## src/rtl/pwm_deadtime_gen.sv

```systemverilog
// Complementary high/low gate-drive stage with programmable dead time at every transition.
// Latency: 2 cycles input-to-outgoing-drop, 2+D cycles to incoming rise; no backpressure (free-running stream).
module pwm_deadtime_gen #(
    parameter int DT_WIDTH = 4
) (
    input  logic                clk,
    input  logic                rst_n,
    input  logic                en,
    input  logic                pwm_in,
    input  logic [DT_WIDTH-1:0] dead_time,
    output logic                pwm_hi,
    output logic                pwm_lo,
    output logic                dt_active,
    output logic                pulse_drop
);

    typedef enum logic [1:0] {
        S_OFF   = 2'd0,
        S_DT    = 2'd1,
        S_HI_ON = 2'd2,
        S_LO_ON = 2'd3
    } state_t;

    state_t              state_q, state_d;
    logic                sync1_q;
    logic                pwm_s_q;
    logic                target_q, target_d;
    logic [DT_WIDTH-1:0] dt_cnt_q, dt_cnt_d;
    logic                pwm_hi_q, pwm_hi_d;
    logic                pwm_lo_q, pwm_lo_d;
    logic                dt_active_q, dt_active_d;
    logic                pulse_drop_q, pulse_drop_d;
    logic [DT_WIDTH-1:0] dt_eff;

    // A zero setting would leave no gap at all, so it is stretched to one cycle.
    assign dt_eff = (dead_time == '0) ? DT_WIDTH'(1) : dead_time;

    always_comb begin
        state_d      = state_q;
        target_d     = target_q;
        dt_cnt_d     = dt_cnt_q;
        pulse_drop_d = 1'b0;
        if (!en) begin
            state_d = S_OFF;
        end else begin
            case (state_q)
                S_OFF: begin
                    state_d  = S_DT;
                    target_d = pwm_s_q;
                    dt_cnt_d = dt_eff;
                end
                S_HI_ON: begin
                    if (!pwm_s_q) begin
                        state_d  = S_DT;
                        target_d = 1'b0;
                        dt_cnt_d = dt_eff;
                    end
                end
                S_LO_ON: begin
                    if (pwm_s_q) begin
                        state_d  = S_DT;
                        target_d = 1'b1;
                        dt_cnt_d = dt_eff;
                    end
                end
                S_DT: begin
                    // A reversal inside the gap restarts it, so short pulses never reach the bridge.
                    if (pwm_s_q != target_q) begin
                        target_d     = pwm_s_q;
                        dt_cnt_d     = dt_eff;
                        pulse_drop_d = 1'b1;
                    end else if (dt_cnt_q == DT_WIDTH'(1)) begin
                        state_d = target_q ? S_HI_ON : S_LO_ON;
                    end else begin
                        dt_cnt_d = dt_cnt_q - DT_WIDTH'(1);
                    end
                end
                default: state_d = S_OFF;
            endcase
        end
    end

    // Outputs decode the next state so they are registered alongside it.
    always_comb begin
        pwm_hi_d    = (state_d == S_HI_ON);
        pwm_lo_d    = (state_d == S_LO_ON);
        dt_active_d = (state_d == S_DT);
    end

    always_ff @(posedge clk) begin
        if (!rst_n) begin
            sync1_q      <= 1'b0;
            pwm_s_q      <= 1'b0;
            state_q      <= S_OFF;
            target_q     <= 1'b0;
            dt_cnt_q     <= '0;
            pwm_hi_q     <= 1'b0;
            pwm_lo_q     <= 1'b0;
            dt_active_q  <= 1'b0;
            pulse_drop_q <= 1'b0;
        end else begin
            sync1_q      <= pwm_in;
            pwm_s_q      <= sync1_q;
            state_q      <= state_d;
            target_q     <= target_d;
            dt_cnt_q     <= dt_cnt_d;
            pwm_hi_q     <= pwm_hi_d;
            pwm_lo_q     <= pwm_lo_d;
            dt_active_q  <= dt_active_d;
            pulse_drop_q <= pulse_drop_d;
        end
    end

    assign pwm_hi     = pwm_hi_q;
    assign pwm_lo     = pwm_lo_q;
    assign dt_active  = dt_active_q;
    assign pulse_drop = pulse_drop_q;

endmodule
```

## config.mk

```make
export PLATFORM = sky130hd
export DESIGN_NAME = pwm_deadtime_gen
export DESIGN_NICKNAME = d
export VERILOG_FILES = /design/src/rtl/pwm_deadtime_gen.sv
export SDC_FILE = /design/constraint.sdc
export NUM_CORES = 1
export LEC_CHECK = 0
export ABC_AREA = 1
export BUFFER_PORTS_ARGS = -buffer_cell sky130_fd_sc_hd__buf_2
export CORE_AREA = 10 10 47 49
export DETAILED_ROUTE_END_ITERATION = 16
export DIE_AREA = 0 0 57 59
export PLACE_DENSITY = 0.72
export SETUP_SLACK_MARGIN = 0.15
export SYNTH_ARGS = -nofsm -noshare
export SYNTH_HDL_FRONTEND = slang
export SYNTH_SLANG_ARGS = --single-unit
```

## constraint.sdc

```tcl
create_clock -name clk -period 1.26 [get_ports clk]
set_input_delay 0 -clock clk [delete_from_list [all_inputs] [get_ports clk]]
set_output_delay 0 -clock clk [all_outputs]
set_load 0.01 [all_outputs]
```

# Word level (Yosys, flattened, before mapping)
# Index checks and enable logic that the tools add are counted.
# op_classes
n_mux	18
n_addsub	1
n_reduce_logical	5
eq_ne	12
# ops
operator	n
2-to-1 mux 4 bit	5
case mux 4 bit (4 select lines)	1
2-to-1 mux 2 bit	5
equality test 2 bit, second input constant	4
case mux 2 bit (4 select lines)	1
AND reduction 4 bit	2
!= test 2 bit, second input constant	3
2-to-1 mux 1 bit	5
equality test 2 x 1 -> 1 bit, second input constant	2
equality test 4 x 1 -> 1 bit, second input constant	1
logical NOT 4 bit	1
case mux 1 bit (4 select lines)	1
subtractor 4 x 1 -> 4 bit, second input constant	1
!= test 3 bit, second input constant	1
AND reduction 3 bit	1
logical NOT 2 bit	1
!= test 1 bit	1
# word_totals
regBits	13
out_inout_bits	4
in_bits	8

# Longest topological paths before layout
# depth
word_depth	6
mapped_depth	8
depth_no_buf	8

# Least setup slack after synthesis
# Ideal clock, no wire load.
# synth_path
path_type	reg-to-reg
startpoint	register dt_cnt_q[1]
endpoint	register dt_cnt_q[0]
setup_slack_ns	0.117
synth_period_minus_slack_ns	1.143
stages_incl_launch_ff	9
arrival_ns	1.027
setup_time_ns	0.116
path_buffers	0
cell_sequence	dfxtp_1 > inv_1 > ha_1 > nand3_1 > nor2_4 > nor2_2 > inv_2 > nor2_1 > nor2_1
# synth_between
elab_chain_cells	3
# synth_lines
element	line_no	rtl
from (decl)	28	logic [DT_WIDTH-1:0] dt_cnt_q, dt_cnt_d;
from (signal assigned)	106	dt_cnt_q <= dt_cnt_d;
equality test 4 x 1 -> 1 bit	72	end else if (dt_cnt_q == DT_WIDTH'(1)) begin
!= test 3 bit (no line)	--	
AND reduction 4 bit (no line)	--	
# Every way passes these cells.
# A chain may end at the register's enable or synchronous reset.

# Worst setup path in the final report
# layout_path
startpoint	register target_q
endpoint	register state_q[0]
# layout_between
elab_chain_cells	5
elab_cells_between_ends	6
classes_between	eq/ne (1); mux (5)
# layout_lines
element	line_no	rtl
from (decl)	27	logic target_q, target_d;
from (signal assigned)	105	target_q <= target_d;
2-to-1 mux 1 bit	73	state_d = target_q ? S_HI_ON : S_LO_ON;
2-to-1 mux 2 bit	72	
2-to-1 mux 2 bit *	68	if (pwm_s_q != target_q) begin
case mux 2 bit (4 select lines) *	46	case (state_q)
2-to-1 mux 2 bit *	43	if (!en) begin
to (signal assigned)	104	state_q <= state_d;
to (decl)	24	state_t state_q, state_d;
# Every way passes the cells marked *; elsewhere a longest branch is shown, timed or not.

==> results by group <==
Routing
  • DRC: 0
  • First-pass DRT Iterations: 4
  • Routed Antenna Nets: 0
  • Iter 0 DRT Violations: 10
  • Vias/cell: 4.984
  • Vias: 623
  • Final WL: approximately 1500 um
  • WL per Instance: 12.38 um

Floorplanning
  • Die span in y: 59 um
  • Die Width: around 57 um
  • Initial Util: 45.80%
  • Die Area: around 3400 um^2
  • Std cell rows: 14
  • Core footprint: 1401 um^2
  • Top Ports: 12

Timing
  • Setup TNS: 0 ps
  • Least-Margin Pin Slew: 245.3 ps
  • Final Skew: 1.076 ps
  • Setup-failing EPs final: 0
  • Fin. max-slew vios: 0
  • Max Freq: 0.8297 GHz
  • Final setup margin: 54.80 ps
  • Max-slew headroom: 83.48%
  • RSZ-0062 raised after global routing: yes
  • Hold WS: 16.18 ps
  • Min Tclk post-route: 1205 ps
  • Final Hold Viols: 0
  • Final period utilization: 95.65%

Synthesis
  • Yosys warning count: 0
  • Synth top area share: 40.55%
  • Ys async rst share: 0%
  • Synthesized flop and latch total: 13
  • Net Count, Synth: 100
  • Top cells by count, synth: 15 x nor2_1, 13 x dfxtp_1, 13 x inv_1, 13 x nand2_1
  • EDFF count, synth: 0
  • Area contributors post-synth: dfxtp_1 41%, nor2_1 8.8%, inv_1 7.6%
  • Synth cell types: 18
  • Mapped cell area: 641.9 um^2
  • Synth area leader: dfxtp_1
  • Register area share after synthesis: 40.55%
  • Mapped Cells: 90
  • Avg Inst Size Synth: around 7 um^2
  • Most common cell in the netlist: nor2_1
  • Post-synth top flop: dfxtp_1

Power
  • Pwr/cell area: a little over 1000 nW/um^2
  • Comb pwr share: roughly a fifth
  • P_int: ~630 uW
  • Worst vdd ir: 0.5246 mV
  • Clock Power Share: 28.9%
  • Leakage: 0.0004111 uW
  • Sw Share: 28.55%
  • Power share of the sequential group: 51.2%
  • Sw power: around 250 uW

Global routing
  • Initial antenna violation count: 0
  • Total congestion overflow: 0
  • Vias in the first global route: about 620
  • Tot GR Track Use: 9.178%
  • First-pass GRT wire length: between 2000 and 2500 um
  • Largest net degree at the start of global routing: 10

Cells and area
  • Antenna diode count: 0
  • Layout cell share with drive strength beyond 1: approximately 41%
  • Synthesis-to-finish area growth: 32.36%
  • Fin nets: 120
  • Final core occ: 60.62%

Worst setup path
  • CP Class: reg2reg
  • CP Data Arrival Time: ~1400 ps
  • Crit. End Element: register
  • CP Launch Type: register
  • Critical path peak fanout: 4
  • Required @ worst endpoint: 1430 ps

Placed design
  • RePlAce Congestion: 0.7680
  • I/O Buffers: 11
  • Place WS: -28.95 ps
  • Detailed Place HPWL: 1085 um

CTS
  • Clock Latency Late Sink: 270 ps
  • CTS root buffer: clkbuf_4
  • CTS clk-pin slew, worst paths: about 80 ps
  • Num CTS Buffers: 3
  • Worst-case clock buffer depth: 2
  • CTS tree: built
  • H-tree depth: 1
  • Clock net sink count: 13

Run status
  • Status: finished clean

Worst hold path
  • Min-Delay Path Class: in2reg

Job
  • Max cap viols: 0
[what timing repair did]
item                       4_1_cts  5_1_grt
buffers inserted                 1        2
hold buffers                     2        0
hold endpoints to repair         2        0
setup endpoints to repair       10       10
gates resized for setup         10        9
pin swaps                        4       10
[area by class of cell]
type	count	area (um^2)
inverters	18	70.07
flip-flops and latches	13	267.8
fillers	117	551.8
multi-input cells	58	367.9
well taps	16	20.02
clock buffers	4	26.28
repair buffers	16	97.59
[path summary, 6_finish.rpt]
kind / end / from / depth (start not counted) / slack (ps)
min reg2reg: pwm_s_q$_SDFF_PN0_ / sync1_q$_SDFF_PN0_ / 2 / 420
max reg2reg: state_q[0]$_SDFF_PN0_ / target_q$_SDFFE_PN0P_ / 7 / 50
max: state_q[0]$_SDFF_PN0_ / target_q$_SDFFE_PN0P_ / 7 / 50
min: sync1_q$_SDFF_PN0_ / rst_n / 3 / 20
[power groups by stage]
| stage | registers, uW | clock network, uW | logic [uW] |
|---|---|---|---|
| floorplan | 455 | 0 | 101 |
| detailed placement | 456 | 0 | 137 |
| global route | 454 | 288 | 194 |
| global placement | 456 | 0 | 133 |
| finish | 452 | 255 | 176 |
| CTS | 450 | 264 | 154 |
[state kept, by name (all words and copies together), names as in the netlist]
signal / flops
dt_active: 1
dt_cnt_q: 4
pulse_drop: 1
pwm_hi: 1
pwm_lo: 1
pwm_s_q: 1
state_q: 2
sync1_q: 1
target_q: 1
[layout by cell type (no fill, tap or decap), types with 2 or more instances in the layout]
cell type,netlist,final
nand2_2,2,4
inv_2,5,7
dlygate4sd3_1,0,2
nand3_4,1,2
buf_4,0,3
o21ai_1,0,3
nand3_1,7,5
buf_2,0,11
a21oi_1,4,4
inv_1,13,10
nand2_1,13,11
nor2_4,2,4
dfxtp_2,0,6
o21ai_0,7,4
dfxtp_1,13,7
nor2_1,15,13
clkbuf_4,0,3
[worst max-delay path, stage by stage (launching register included)]
cell,delay (ps)
dfxtp_2,380
inv_4,50
nand2_2,100
nand3_4,120
nor2_4,180
inv_2,60
o21ai_4,140
nor2_1,60
[logic make-up (layout without fill, tap and decap cells)]
group / Yosys count / after routing / share of synthesized area [%]
buf+inv: 19 / 38 / 11.11
fa+ha+maj: 2 / 2 / 3.898
simple gates: 42 / 42 / 31.97
xor+xnor: 1 / 1 / 1.365
flops: 13 / 13 / 40.55
compound gates: 13 / 13 / 11.11
[metal layers]
| layer | part of all wire [%] | track usage [%] | vias to the layer above |
|---|---|---|---|
| met4 | 2.3 | 7.383 | 0 |
| met2 | 57 | 17.36 | 14 |
| met3 | 4.8 | 3.433 | 6 |
| met1 | 35 | 7.376 | 289 |
| li1 | - | - | 314 |
| met5 | 0 | 0 | - |
[per-stage QoR]
stage	instances	area (um^2)	power [uW]
after detailed placement	116	721.9	593.4
final	125	849.6	882.7
after floorplan	90	650.6	555.2
after CTS	123	809.5	868.1
after global routing	125	849.6	935.8
after global placement	116	721.9	589.4
Power figures use the tool's default switching activity.
